`config.mk`:
```
export PLATFORM = sky130hd
export DESIGN_NAME = decode38_scan
export DESIGN_NICKNAME = d
export VERILOG_FILES = /design/src/rtl/decode38_scan_pkg.sv /design/src/rtl/decode38_core.sv /design/src/rtl/decode38_scan.sv
export SDC_FILE = /design/constraint.sdc
export NUM_CORES = 1
export LEC_CHECK = 0
export ABC_AREA = 1
export BUFFER_PORTS_ARGS = -buffer_cell sky130_fd_sc_hd__buf_2
export CORE_MARGIN = 2
export CORE_UTILIZATION = 30
export DETAILED_ROUTE_END_ITERATION = 8
export HOLD_SLACK_MARGIN = 0.03
export SLEW_MARGIN = 5
export SYNTH_ARGS = -nofsm -noshare
export SYNTH_HDL_FRONTEND = slang
export SYNTH_SLANG_ARGS = --single-unit
```
`constraint.sdc`:
```
create_clock -name clk -period 1.9 [get_ports clk]
set_input_delay 0.095 -clock clk [delete_from_list [all_inputs] [get_ports clk]]
set_output_delay 0.095 -clock clk [all_outputs]
set_load 0.005 [all_outputs]
```
`src/rtl/decode38_scan_pkg.sv`:
```
// Shared definitions for the 3-to-8 decode/scan block: FSM state encodings
// and counter sizing used by decode38_scan.
package decode38_scan_pkg;

  typedef enum logic [1:0] {
    ST_IDLE   = 2'd0,
    ST_DIRECT = 2'd1,
    ST_SCAN   = 2'd2
  } state_t;

  // TICK_DIV tops out at 255, so an 8-bit tick counter always suffices.
  localparam int TICK_W = 8;

endpackage

```
`src/rtl/decode38_core.sv`:
```
// Combinational binary-to-one-hot decoder; output is all-zero when disabled.
module decode38_core (
  input  logic [2:0] a,
  input  logic       en,
  output logic [7:0] y
);

  always_comb begin
    y = 8'h00;
    if (en) y[a] = 1'b1;
  end

endmodule

```
`src/rtl/decode38_scan.sv`:
```
// 3-to-8 decoder with direct (load-captured) and auto-scan modes; all
// outputs registered.
//
//   state     | meaning
//   ----------+------------------------------------------------------
//   ST_IDLE   | output inactive, waiting for load (direct) or mode=1
//   ST_DIRECT | y/idx hold the last captured code_in, updated on load
//   ST_SCAN   | idx walks 0..7, TICK_DIV cycles per step, wrap on 7->0
module decode38_scan
  import decode38_scan_pkg::*;
#(
  parameter int TICK_DIV = 4
) (
  input  logic       clk,
  input  logic       rst_n,
  input  logic       en,
  input  logic       mode,
  input  logic [2:0] code_in,
  input  logic       load,
  output logic [7:0] y,
  output logic [2:0] idx,
  output logic       valid,
  output logic       wrap
);

  localparam logic [TICK_W-1:0] TICK_LAST = TICK_W'(TICK_DIV - 1);

  state_t            state;
  logic [TICK_W-1:0] tick;
  logic [2:0]        dec_a;
  logic [7:0]        dec_y;

  // The core always decodes whatever index the FSM would load next edge.
  always_comb begin
    dec_a = code_in;
    if (mode) dec_a = (state == ST_SCAN) ? idx + 3'd1 : 3'd0;
  end

  decode38_core u_core (
    .a  (dec_a),
    .en (en),
    .y  (dec_y)
  );

  always_ff @(posedge clk) begin
    if (!rst_n) begin
      state <= ST_IDLE;
      y     <= 8'h00;
      idx   <= 3'd0;
      valid <= 1'b0;
      wrap  <= 1'b0;
      tick  <= '0;
    end else if (!en) begin
      state <= ST_IDLE;
      y     <= 8'h00;
      valid <= 1'b0;
      wrap  <= 1'b0;
      tick  <= '0;
    end else begin
      wrap <= 1'b0;
      case (state)
        ST_IDLE, ST_DIRECT: begin
          if (mode) begin
            state <= ST_SCAN;
            idx   <= 3'd0;
            y     <= dec_y;
            valid <= 1'b1;
            tick  <= '0;
          end else if (load) begin
            state <= ST_DIRECT;
            idx   <= code_in;
            y     <= dec_y;
            valid <= 1'b1;
          end
        end
        ST_SCAN: begin
          if (!mode) begin
            // Leaving scan keeps the current y/idx until the next load.
            state <= ST_DIRECT;
          end else if (tick == TICK_LAST) begin
            tick <= '0;
            idx  <= idx + 3'd1;
            y    <= dec_y;
            wrap <= (idx == 3'd7);
          end else begin
            tick <= tick + TICK_W'(1);
          end
        end
        default: state <= ST_IDLE;
      endcase
    end
  end

endmodule

```
# == Word level (Yosys, flattened, before mapping) ==
# Cells that the tools add are included.
# totals
ff_bits,23
output_inout_bits,13
in_bits,8
# classes
order_cmp,2
reduce_logical,12
n_eq_ne,9
n_addsub,2
muxes,24
# op_table
cell,n
8-bit two-way mux,7
8-bit one-hot mux with 2 select lines,2
3-bit two-way mux,6
5-bit AND reduction,2
8-bit by 1-bit adder with 8-bit output (second input constant),1
8-bit by 2-bit == test with 1-bit output (second input constant),1
2-bit two-way mux,3
2-bit != test (second input constant),3
3-bit one-hot mux with 2 select lines,1
2-bit AND reduction,3
3-bit by 4-bit less-than comparator with 1-bit output (second input constant),1
2-bit one-hot mux with 2 select lines,1
4-bit AND reduction,1
2-bit nonzero test,2
3-bit by 1-bit adder with 3-bit output (second input constant),1
1-bit demux with 3-bit select,1
3-bit == test (second input constant),1
3-bit by 1-bit >= comparator with 1-bit output (second input constant),1
1-bit two-way mux,3
3-bit != test (second input constant),1
3-bit AND reduction,1
2-bit by 1-bit == test with 1-bit output (second input constant),1
2-bit == test (second input constant),1
2-bit logical NOT,1
other kinds (3),3

# == Logic depth before layout (Yosys ltp) ==
# depth
depth_word,10
ltp_mapped,9

# == Cells and area by module ==
# From an unflattened synthesis, not the netlist that was laid out.
# unflattened
hier_cells,188
hier_area_um2,1228.7
# modules_own_cells
module,area_per_inst_um2,cells_each,seq_area_each_um2,instances
decode38_scan,1164.9,171,460.4,1
decode38_core,63.8,17,0.0,1

# == Least setup slack after synthesis ==
# No wires, ideal clock.
# synth_timing
kind,register -> register
from,reg idx[0]
to,reg y[0]
arrival_ns,1.206
stages_incl_launch_ff,10
setup_time_ns,0.117
slack_ns,0.577
cell_sequence,dfxtp_1 ha_1 ha_1 nand2_1 nand2_1 nand2_1 nand2_1 nor2_1 nor2_1 nor2_1
# synth_between
elab_chain_cells,10
word_cells_on_any_way,13
# synth_lines
element,line,source
from (decl),decode38_scan.sv:21,"output logic [2:0] idx,"
from (signal assigned),decode38_scan.sv:71,idx <= code_in;
from (signal assigned),decode38_scan.sv:82,idx <= idx + 3'd1;
3-bit by 1-bit adder with 3-bit output (*),decode38_scan.sv:36,if (mode) dec_a = (state == ST_SCAN) ? idx + 3'd1 : 3'd0;
3-bit two-way mux (*) (2 in series),decode38_scan.sv:36,
3-bit by 4-bit less-than comparator with 1-bit output (not written as such) or 3-bit by 1-bit >= comparator with 1-bit output (tied branches),decode38_core.sv:10,if (en) y[a] = 1'b1;
1-bit logical AND (not written as such),decode38_core.sv:10,
1-bit two-way mux (not written as such),decode38_core.sv:10,
1-bit demux with 3-bit select (*),-,
"8-bit two-way mux, on equally long branches","decode38_scan.sv:80, decode38_scan.sv:69",
"8-bit two-way mux, on equally long branches","decode38_scan.sv:77, decode38_scan.sv:63",
8-bit one-hot mux with 2 select lines (*),decode38_scan.sv:61,case (state)
to (signal assigned),decode38_scan.sv:66,y <= dec_y;
to (signal assigned),decode38_scan.sv:72,y <= dec_y;
to (signal assigned),decode38_scan.sv:83,y <= dec_y;
to (decl),decode38_scan.sv:20,"output logic [7:0] y,"
# Every way passes the cells marked *; elsewhere a longest branch is shown, timed or not. The select of a mux whose other input is x is not followed.
# A chain may end at the register's enable or synchronous reset.

# == Worst setup path after layout ==
# layout_timing
from,reg tick[1]
to,reg y[6]
# layout_between
elab_chain_cells,3
# layout_lines
element,line,source
from (decl),decode38_scan.sv:29,logic [TICK_W-1:0] tick;
from (signal assigned),decode38_scan.sv:86,tick <= tick + TICK_W'(1);
8-bit by 2-bit == test with 1-bit output,decode38_scan.sv:80,end else if (tick == TICK_LAST) begin
2-bit by 1-bit != test with 1-bit output (no line),-,
4-bit AND reduction (no line),-,
# No other way between the ends.

==> flow_summary.toml <==
[pwr]
leakagePower_nw = 0.6489
p_int_mw = 0.6929
peakVddDrop_mv = 0.4649
total_switching_power_mw = 0.2584
power.share.clock_pct = 32.7
combinationalPowerShare_pct = 14.0
seq_power_share_pct = 53.3
power_per_unit_of_standard_cell_area_nw_per_um2 = 654.3
power.share.switching_pct = 27.16

[floorplanning]
core_region_area_um2 = 4058
start_util_pct = 31.45
io-pin-count = 21
die_area_um2 = 4792
floorplan.die.height_um = 69.23
row_cnt = 23
die_w_um = 69.23

[logic_synthesis]
synth.avg_cell_area_um2 = 6.899
synth.top_cells.by_area = "dfxtp_1, nand2_1, nor2_1"
seq_area_frac_synth_pct = 36.08
ys_warn_count = 0
post_synth_instance_area_um2 = 1276
postSynthNetCount = 196
yosys_register_bits = 23
synth_cells = 185
synth_cell_types = 27
synth.top_cell.area_share_pct = 36.08
synth.largest_area_cell = "dfxtp_1"

[placement]
post_dp_cell_area_um2 = 1408
dpl.hpwl_um = 1985
count_of_buffers_from_port_buffering = 20
place.gp.congestion = 0.8260

[timing]
min_period_ps = 1480
finalHoldViolCount = 0
slew-limit-headroom_pct = 73.94
setup_violations = 0
timing.clock.skew_ps = 2.872
timing_max_transition_violations_final = 0
fin_crit_sh_pct = 77.91
unrepaired_setup_endpoints_after_global_routing = "false"
setup_total_negative_slack_ps = 0
clock.fmax_ghz = 0.6755
tightestPinTransition_ps = 390.5

[route]
post-route-drc-count = 0
routed-via-count = 1172
remaining_antenna_violation_count = 0
routedWlPerCell_um = 10.42
detail_route.iter0.violations = 54
wl_um = 2668
vias_per_cell = 4.578
drt_pre_antenna_iters = 4

[job]
cap_violations = 0

[critical_path]
cp_max_fo = 19
critPathRequiredTime_ps = 2070
crit_slowest_cell = "dfxtp_1"
cp_slowest_stage_delay_ps = 370
timing.critical_path.cells = "ha_1, inv_1, nor2_1, nand3_4, nand2_4, inv_1, nor2_1, nor2_1"
critPathArrivalTime_ps = 1650
most_prevalent_standard_cell_on_the_critical_path = "nor2_1"
timing.critical_path.to_type = "flip-flop"
critical_path.startpoint_type = "flip-flop"
setup.worst_path.class = "flip-flop to flip-flop"

[final_layout]
design_area_um2 = 1454
layout_common_cells = "nand2_1, nor2_1, dfxtp_1, buf_2, inv_1"
fillCellCount = 461
area_growth_syn_to_layout_pct = 13.92
finish.net_count = 218
diodes = 0
layout-drive-gt1-share_pct = 17.96
mostFrequentLayoutCell = "nand2_1"

[clocking]
max-clock-path-buffers = 2
tritoncts = "done"
cts.reportedPaths.clkPinSlew_ps = 80
tritoncts_num_sinks = 23
clk-insertion-delay-late_ps = 270
cts_max_level = 1
cts_resized = 0
post-cts-setup-buffers = 0
post_cts_hold_buffer_count = 0
cts_inserted_buffers = 3
cts.root.buffer_cell = "clkbuf_8"

[grt]
grt_first_pass_wirelength_um = 4857
track_usage_pct = 12.00
globalRoute.totalOverflow = 0
grt_antenna_before_repair = 0
grt_start_max_net_pins = 20
via_count_of_the_first_global_routing_pass = 1103

[worst_hold_path]
worst_hold_class = "input pin to flip-flop"

[run_status]
run_status = "finished, final reports clean"
cell families after synthesis:
| kind of cell | count (synthesis) | share of synthesized area (%) |
|---|---|---|
| flip-flops | 23 | 36.08 |
| AND/OR/NAND/NOR | 105 | 38.63 |
| adder cells (fa/ha/maj) | 3 | 2.941 |
| AO/OA/AOI/OAI | 31 | 13.82 |
| buffers and inverters | 23 | 8.528 |
Yosys cell counts, drive strengths merged:
| cell type | instances |
|---|---|
| a211oi | 1 |
| or2 | 2 |
| buf | 3 |
| o21ai | 15 |
| dfxtp | 23 |
| nand3 | 18 |
| o21a | 3 |
| nor2 | 29 |
| ha | 3 |
| nand4 | 3 |
| nand2 | 51 |
| a21oi | 12 |
| inv | 20 |
| nor3 | 1 |
| nand3b | 1 |
state kept, by name, summed over array words and instances, names as in the netlist:
signal	cells
state	2
idx	3
tick	8
wrap	1
y	8
valid	1
power groups by stage:
stage,clock network [mW],registers (mW),logic (mW)
after floorplan,0,0.519,0.101
after global placement,0,0.519,0.135
after detailed placement,0,0.518,0.135
after CTS,0.326,0.508,0.135
after global routing,0.353,0.510,0.157
final,0.311,0.507,0.133
stage by stage:
| stage | utilization (%) | power, mW | cells | worst slack [ps] | hold slack [ps] |
|---|---|---|---|---|---|
| 6_report | 35.83 | 0.9513 | 256 | 419.6 | 71.73 |
| 4_1_cts | 35.83 | 0.9687 | 256 | 405.1 | 67.34 |
| 3_3_place_gp | 34.69 | 0.6534 | 252 | 465.8 | 360.4 |
| 5_1_grt | 35.83 | 1.019 | 256 | 206.0 | 82.41 |
| 2_1_floorplan | - | 0.6193 | 185 | 576.9 | 215.7 |
| 3_5_place_dp | 34.69 | 0.6533 | 252 | 421.0 | 359.6 |
final timing paths:
| kind | depth (start not counted) | end | from | slack, ps |
|---|---|---|---|---|
| setup / recovery | 8 | y[6] | tick[1] | 420 |
| hold / removal | 3 | idx[1] | rst_n | 70 |
| setup reg to reg | 8 | y[6] | tick[1] | 420 |
| hold reg to reg | 2 | valid | valid | 460 |
metal layers:
metal / global-route usage, % / wire length, um / vias to the layer above
met1: 15.21 / 1340 / 512
li1: - / - / 638
met4: 1.961 / 21 / 0
met5: 0 / 0 / -
met2: 20.83 / 1203 / 18
met3: 3.052 / 102 / 4
worst max-delay path, delay by kind of cell, from the launching register on:
| kind | cells | cell delay, ps |
|---|---|---|
| and+or+nand+nor | 5 | 610 |
| DFF | 1 | 370 |
| buffers and inverters | 2 | 180 |
| adders and majority gates | 1 | 210 |
layout make-up:
type	instances	area [um^2]	area share (%)
multi-input combinational	139	706.9	48.62
sequential	23	460.4	31.67
timing repair buffer	20	100.1	6.885
inverter	20	77.57	5.336
tap	50	62.56	4.303
clock buffer	3	41.29	2.840
clock inverter	1	5.005	0.3442
Note: power is estimated with default switching activity, not from simulation.
